`config.mk`:
```
export PLATFORM = sky130hd
export DESIGN_NAME = demux_1_8
export DESIGN_NICKNAME = d
export VERILOG_FILES = /design/src/rtl/demux_1_8.sv
export SDC_FILE = /design/constraint.sdc
export NUM_CORES = 1
export LEC_CHECK = 0
export CORE_MARGIN = 4
export CORE_UTILIZATION = 25
export CTS_CLUSTER_DIAMETER = 80
export CTS_CLUSTER_SIZE = 30
export DETAILED_ROUTE_END_ITERATION = 7
export HOLD_SLACK_MARGIN = 0.03
export PLACE_DENSITY = 0.5
export SLEW_MARGIN = 5
export SYNTH_ARGS = -nofsm -noshare
export SYNTH_HDL_FRONTEND = slang
export SYNTH_SLANG_ARGS = --single-unit
```
`constraint.sdc`:
```
create_clock -name clk -period 1.7 [get_ports clk]
set_input_delay 0.255 -clock clk [delete_from_list [all_inputs] [get_ports clk]]
set_output_delay 0.255 -clock clk [all_outputs]
set_load 0.02 [all_outputs]
```
`src/rtl/demux_1_8.sv`:
```
// -----------------------------------------------------------------------------
// demux_1_8
// Sequential 1-to-8 demultiplexer. Single-bit samples are routed into the
// slots of a registered 8-bit holding word, either by an internal wrapping slot
// counter (mode = 0) or by an explicit select (mode = 1). Once every slot has
// been written at least once, the word is presented with out_valid and held
// until out_ack. This reassembles words serialised one bit at a time by the
// matching 8:1 bit-select path.
//
// Parameters
//   AUTO_CLEAR : 1 = holding word cleared on acknowledge, 0 = retained.
// Ports
//   clk       in   1  rising-edge clock
//   rst_n     in   1  asynchronous active-low reset
//   in        in   1  sample bit
//   in_valid  in   1  in carries a sample this cycle
//   mode      in   1  0 = sequential (internal counter), 1 = addressed (select)
//   select    in   3  destination slot in addressed mode
//   in_ready  out  1  block accepts a sample this cycle (registered)
//   slot      out  3  current internal slot counter
//   out       out  8  holding word
//   out_valid out  1  frame complete, out stable (registered)
//   out_ack   in   1  consumer takes the frame
// -----------------------------------------------------------------------------
module demux_1_8 #(
   parameter bit AUTO_CLEAR = 1'b1
) (
   input  logic       clk,
   input  logic       rst_n,
   input  logic       in,
   input  logic       in_valid,
   input  logic       mode,
   input  logic [2:0] select,
   output logic       in_ready,
   output logic [2:0] slot,
   output logic [7:0] out,
   output logic       out_valid,
   input  logic       out_ack
);

   typedef enum logic [0:0] {
      FILL = 1'b0,
      FULL = 1'b1
   } state_t;

   state_t      state_r;
   logic [7:0]  out_r;
   logic [7:0]  mask_r;
   logic [2:0]  slot_r;
   logic        in_ready_r;
   logic        out_valid_r;

   logic        accept_s;
   logic [2:0]  target_s;
   logic [7:0]  mask_next_s;

   // Decode the accepting slot and the mask as it will look after this write.
   // accept_s uses the registered in_ready, so nothing in FULL can be taken.
   always_comb begin
      accept_s    = 1'b0;
      target_s    = 3'd0;
      mask_next_s = 8'h00;
      if (in_valid && in_ready_r) begin
         accept_s = 1'b1;
      end else begin
         accept_s = 1'b0;
      end
      if (mode) begin
         target_s = select;
      end else begin
         target_s = slot_r;
      end
      mask_next_s = mask_r | (8'h01 << target_s);
   end

   // Frame state machine: fill slots, hold the completed word, release on ack.
   always_ff @(posedge clk or negedge rst_n) begin
      if (!rst_n) begin
         state_r     <= FILL;
         out_r       <= 8'h00;
         mask_r      <= 8'h00;
         slot_r      <= 3'd0;
         in_ready_r  <= 1'b0;
         out_valid_r <= 1'b0;
      end else begin
         case (state_r)
            FILL: begin
               if (accept_s) begin
                  out_r[target_s] <= in;
                  mask_r          <= mask_next_s;
                  // Addressed writes leave the sequential run where it was.
                  if (!mode) begin
                     slot_r <= slot_r + 3'd1;
                  end else begin
                     slot_r <= slot_r;
                  end
                  if (mask_next_s == 8'hFF) begin
                     state_r     <= FULL;
                     in_ready_r  <= 1'b0;
                     out_valid_r <= 1'b1;
                  end else begin
                     state_r     <= FILL;
                     in_ready_r  <= 1'b1;
                     out_valid_r <= 1'b0;
                  end
               end else begin
                  // Also the path that raises in_ready on the first edge
                  // after reset release.
                  state_r     <= FILL;
                  in_ready_r  <= 1'b1;
                  out_valid_r <= 1'b0;
               end
            end
            FULL: begin
               if (out_ack) begin
                  state_r     <= FILL;
                  in_ready_r  <= 1'b1;
                  out_valid_r <= 1'b0;
                  mask_r      <= 8'h00;
                  slot_r      <= 3'd0;
                  if (AUTO_CLEAR) begin
                     out_r <= 8'h00;
                  end else begin
                     out_r <= out_r;
                  end
               end else begin
                  state_r     <= FULL;
                  in_ready_r  <= 1'b0;
                  out_valid_r <= 1'b1;
               end
            end
            default: begin
               state_r     <= FILL;
               out_r       <= 8'h00;
               mask_r      <= 8'h00;
               slot_r      <= 3'd0;
               in_ready_r  <= 1'b0;
               out_valid_r <= 1'b0;
            end
         endcase
      end
   end

   assign in_ready  = in_ready_r;
   assign slot      = slot_r;
   assign out       = out_r;
   assign out_valid = out_valid_r;

endmodule

```
Yosys cells after proc, flatten, opt, wreduce, memory -nomap -nowiden. Cells that the tools add are included.

Register bits after elaboration: 21. Bits of input ports: 9. Output and inout port bits: 13.

Add/sub/neg operators: 1. $lt $le $gt $ge: 2. Equal/unequal tests: 4. Shift operators: 1. Multiplexer cells: 22. Bitwise logic cells: 2. Reductions and logical operators: 4.

Operators with widths (number): one-hot mux 8 bit (2 select lines) (2); 2-to-1 mux 8 bit (3); 2-to-1 mux 3 bit (4); bitwise mux 8 bit (1); == test 8 bit, second input constant (1); 2-to-1 mux 1 bit (8); OR 8 bit (1); left shift 1 x 3 -> 8 bit, first input constant (1); != test 2 bit, second input constant (3); one-hot mux 3 bit (2 select lines) (1); < comparator 3 x 4 -> 1 bit, second input constant (1); one-hot mux 1 bit (2 select lines) (2); adder 3 x 1 -> 3 bit, second input constant (1); demux 1 bit (select 3 bit) (1); greater-or-equal comparator 3 x 1 -> 1 bit, second input constant (1); AND reduction 3 bit (1); logical AND 1 bit (2); AND reduction 2 bit (1); inverter 1 bit (1).

Depth between registers and ports, before layout.
Depth after elaboration: 8. Depth in mapped cells: 7.

Least setup slack after synthesis. Ideal clock, no wire load.

Kind: flip-flop to flip-flop. Start: register slot_r[0], in the netlist slot[0]. End: register in_ready_r, in the netlist in_ready. Library setup time: 0.124 ns. Arrival time: 1.450 ns. Data required time: 1.576 ns. Slack: 0.126 ns. Cell stages (with the launch flop): 6. Path buffers: 1. Period minus slack after synthesis: 1.574 ns. Path through: dfrtp_1 -> clkbuf_2 -> o32ai_2 -> a21boi_0 -> a21oi_1 -> o31a_1.

Longest elaborated chain between the ends: 7.

Ends and longest elaborated chain: start: declaration (line 49) `logic [2:0] slot_r;`; start signal: assignment (line 93) `slot_r <= slot_r + 3'd1;`; start signal: assignment (line 95) `slot_r <= slot_r;`; 2-to-1 mux 3 bit (line 68) `if (mode) begin`; left shift 1 x 3 -> 8 bit (line 73) `mask_next_s = mask_r | (8'h01 << target_s);`; OR 8 bit (line 73); == test 8 bit (line 97) `if (mask_next_s == 8'hFF) begin`; 2-to-1 mux 1 bit (line 97); 2-to-1 mux 1 bit (line 88) `if (accept_s) begin`; one-hot mux 1 bit (2 select lines) (line 86) `case (state_r)`; end signal: assignment (line 83) `in_ready_r <= 1'b0;`; end signal: assignment (line 99) `in_ready_r <= 1'b0;`; end signal: assignment (line 103) `in_ready_r <= 1'b1;`; end: declaration (line 50) `logic in_ready_r;`.

No other way between the ends. A chain may end at the register's enable or synchronous reset.

Final worst setup path.
Start: register slot_r[1], in the netlist slot[1]. End: output slot[1].

RTL lines: end: declaration (line 35) `output logic [2:0] slot,`.

No word-level cell between the ends.

==> metrics.md <==
| Metric | Value |
|---|---|
| Finished Layout Cells | 205 |
| Multi-input gate area | between 600 and 700 um^2 |
| Seq/Total Area, Yosys | between 40% and 50% |
| Tot Pwr | 2.50 mW |
| Critical-path cell list | clkdlybuf4s50_1 |
| DRC viols | 0 |
| F_max | just over 600 MHz |
| DP HPWL | about 2100 um |
| Final Core Density | between 30 and 40% |
| GPL Wtd Cong | a little under 0.8 |
| Endpoints failing hold | 0 |
| Critical path arrival | 1.37 ns |
| Unrepaired setup endpoints after global routing | false |
| Initial antenna violation count | 0 |
| CP max stage delay | between 0.6 and 0.7 ns |
| Place WS | -0.271 ns |
| Max FO, Critical Path | 11 |
| Num ports | 22 |
| CP Capture Point | slot[1] |
| Root Driver | clkbuf_8 |
| Worst EP required | 1.44 ns |
| # placed instances | 200 |
| Yosys top cell by area | dfrtp_1 |
| Bufs and invs on worst path | 1 |
| ANT cells | 0 |
| RR Startpoint | slot[0] |
| CP max stage cell | clkdlybuf4s50_1 |
| Vias | slightly below 1000 |
| R2R depth | 5 |
| HP Class | input pin to asynchronous set/reset pin |
| Die Wd | 76.0 um |
| Hold buffer count at cts | 0 |
| Layout net count | between 150 and 200 |
| Area post-placement | between 1500 and 2000 um^2 |
| Ratio of cells with drive above 1 in the final layout | ~22% |
| Worst R2R End | in_ready |
| Clk sinks | 21 |
| Routed wire length | approximately 2800 um |
| Number of max-cap violations | 0 |
| Final period util | 95.8% |
| Syn Std Cell Area | about 1200 um^2 |
| Setup crit start | slot[1] |
| Wire per inst | roughly 14 um |
| Final worst path period need | about 1.6 ns |
| Relative slew slack | between 70 and 80% |
| Die ar. | roughly 5800 um^2 |
| Filler Cells Inserted | 456 |
| Max Slew Vio Count | 0 |
| Clk slew on worst S/H paths | roughly 0.07 ns |
| Port Buffer Count | 21 |
| H-tree depth | 1 |
| Area of the core | between 4000 and 5000 um^2 |
| Final setup violation count | 0 |
| Synth top area share | around 45% |
| DR vias/cell | 4.81 |
| Die Y | about 76 um |
| Initial DRC count | 32 |
| CTS Buf Count | 3 |
| Post-Syn Nets | between 100 and 150 |
| Setup slack, reg-to-reg | between 0.2 and 0.25 ns |
| Largest net degree at the start of global routing | 22 |
| CP Depth | 1 |
| Fin worst setup slack | slightly above 0.07 ns |
| Worst hold margin | 0.332 ns |
| Initial Util | a little over a quarter |
| Vias in the first global route | a little over 1000 |
| Finished Cell Area | roughly 1600 um^2 |
| Startpoint Class | flop |
| #FFs+latches synth | 21 |
| Power Density | ~1600 nW/um^2 |
| Crit. End Element | output pin |
| Peak supply drop | roughly 0.7 mV |
| Worst Skew | ~0.0017 ns |
| Number of synthesis warnings | 0 |
| GRT Overall Usage | 10.3% |
| Main area contributors after synthesis | dfrtp_1 (45%), mux2i_1 (7.8%), nor2_1 (6.2%) |
| Total global routing overflow | 0 |
| Worst-case clock buffer depth | 2 |
| Cell family with most CP delay | buffers and inverters |
| Mapped Cells | about 120 |
| Worst-Margin Slew | around 0.41 ns |
| CTS tree | yes |
| Post-route setup TNS | 0 ns |
| P&R area growth vs syn | 36.9% |
| Core Rows | 24 |
| Post-DRT Antenna Nets | 0 |
| Register area | between 500 and 600 um^2 |
| Distinct cells, synth | 35 |
| Commonest non-fill, non-tap cells in the layout | clkdlybuf4s50_1 (20), nor2_1 (19), dfrtp_1 (18), nand2_1 (16), buf_4 (15) |
| Crit Path Class | flop to output pin |
| Static leakage | slightly below 0.7 nW |
| First-pass GRT wire length | between 4000 and 5000 um |
| Mean area per synthesized cell | between 9 and 10 um^2 |
| Clock Latency Late Sink | approximately 0.26 ns |
| First-pass DRT Iterations | 4 |
| Status | finished clean |
| Commonest non-fill, non-tap cell in the layout | clkdlybuf4s50_1 |
==> logic make-up (layout without fill, tap and decap cells) <==
group,after synthesis,count (layout),share of synthesized area [%]
buf+inv,7,42,3.79
simple gates,56,56,24.9
fa+ha+maj,1,1,1.08
flops,21,21,45.5
mux,10,10,9.09
xor+xnor,1,1,0.758
compound gates,22,22,14.9
==> flip-flops by register name, summed over array words and instances (netlist names) <==
name and count:
out 8, mask_r 8, in_ready 1, out_valid 1, slot 3
==> how the worst min path moves through the flow <==
stage / startpoint / to / slack [ns] / depth (start not counted)
2_1_floorplan: rst_n / in_ready / -0.04 / 0
3_3_place_gp: mask_r[3] / mask_r[3] / 0.49 / 2
3_5_place_dp: mask_r[3] / mask_r[3] / 0.49 / 2
4_1_cts: rst_n / out[2] / 0.34 / 2
5_1_grt: rst_n / out[4] / 0.36 / 2
6_report: rst_n / out[4] / 0.33 / 2
==> cell type report <==
type                            count  area share, %
Clock buffer                        4           2.85
Timing Repair Buffer               38           21.6
Multi-Input combinational cell     90           38.0
Sequential cell                    21           33.4
Tap cell                           52           4.11
==> cell usage after synthesis (all sizes together) <==
master	n
a21boi	1
a21o	3
a21oi	4
a31oi	3
and2	1
and2b	2
and3b	2
and4bb	2
buf	2
clkbuf	5
dfrtp	21
ha	1
mux2	1
mux2i	9
nand2	16
nand3	3
nand4	3
nand4b	1
nor2	19
nor2b	1
nor3	1
nor3b	3
o211ai	2
o21ai	4
o21bai	1
o22ai	1
o31a	1
o31ai	1
o32ai	1
or2b	2
xor2	1
==> repair_timing <==
item / 4_1_cts / 5_1_grt
gates cloned: 0 / 1
buffers inserted: 0 / 0
pin swaps: 0 / 2
setup endpoints to repair: 3 / 8
endpoints found under the hold margin: 0 / 0
gates resized for setup: 3 / 6
==> per-layer routing <==
metal,track usage (%),vias to the layer above,wire length (um)
met5,0,-,0
met4,4.45,0,42
met3,1.77,5,88
met2,15.0,21,1270
met1,14.7,477,1390
li1,-,484,-
==> power breakdown <==
part | switching [mW] | internal [mW]
Combinational | 0.593 | 0.614
Sequential | 0.238 | 0.731
Clock | 0.159 | 0.167
Total | 0.990 | 1.51
Power figures use the tool's default switching activity.
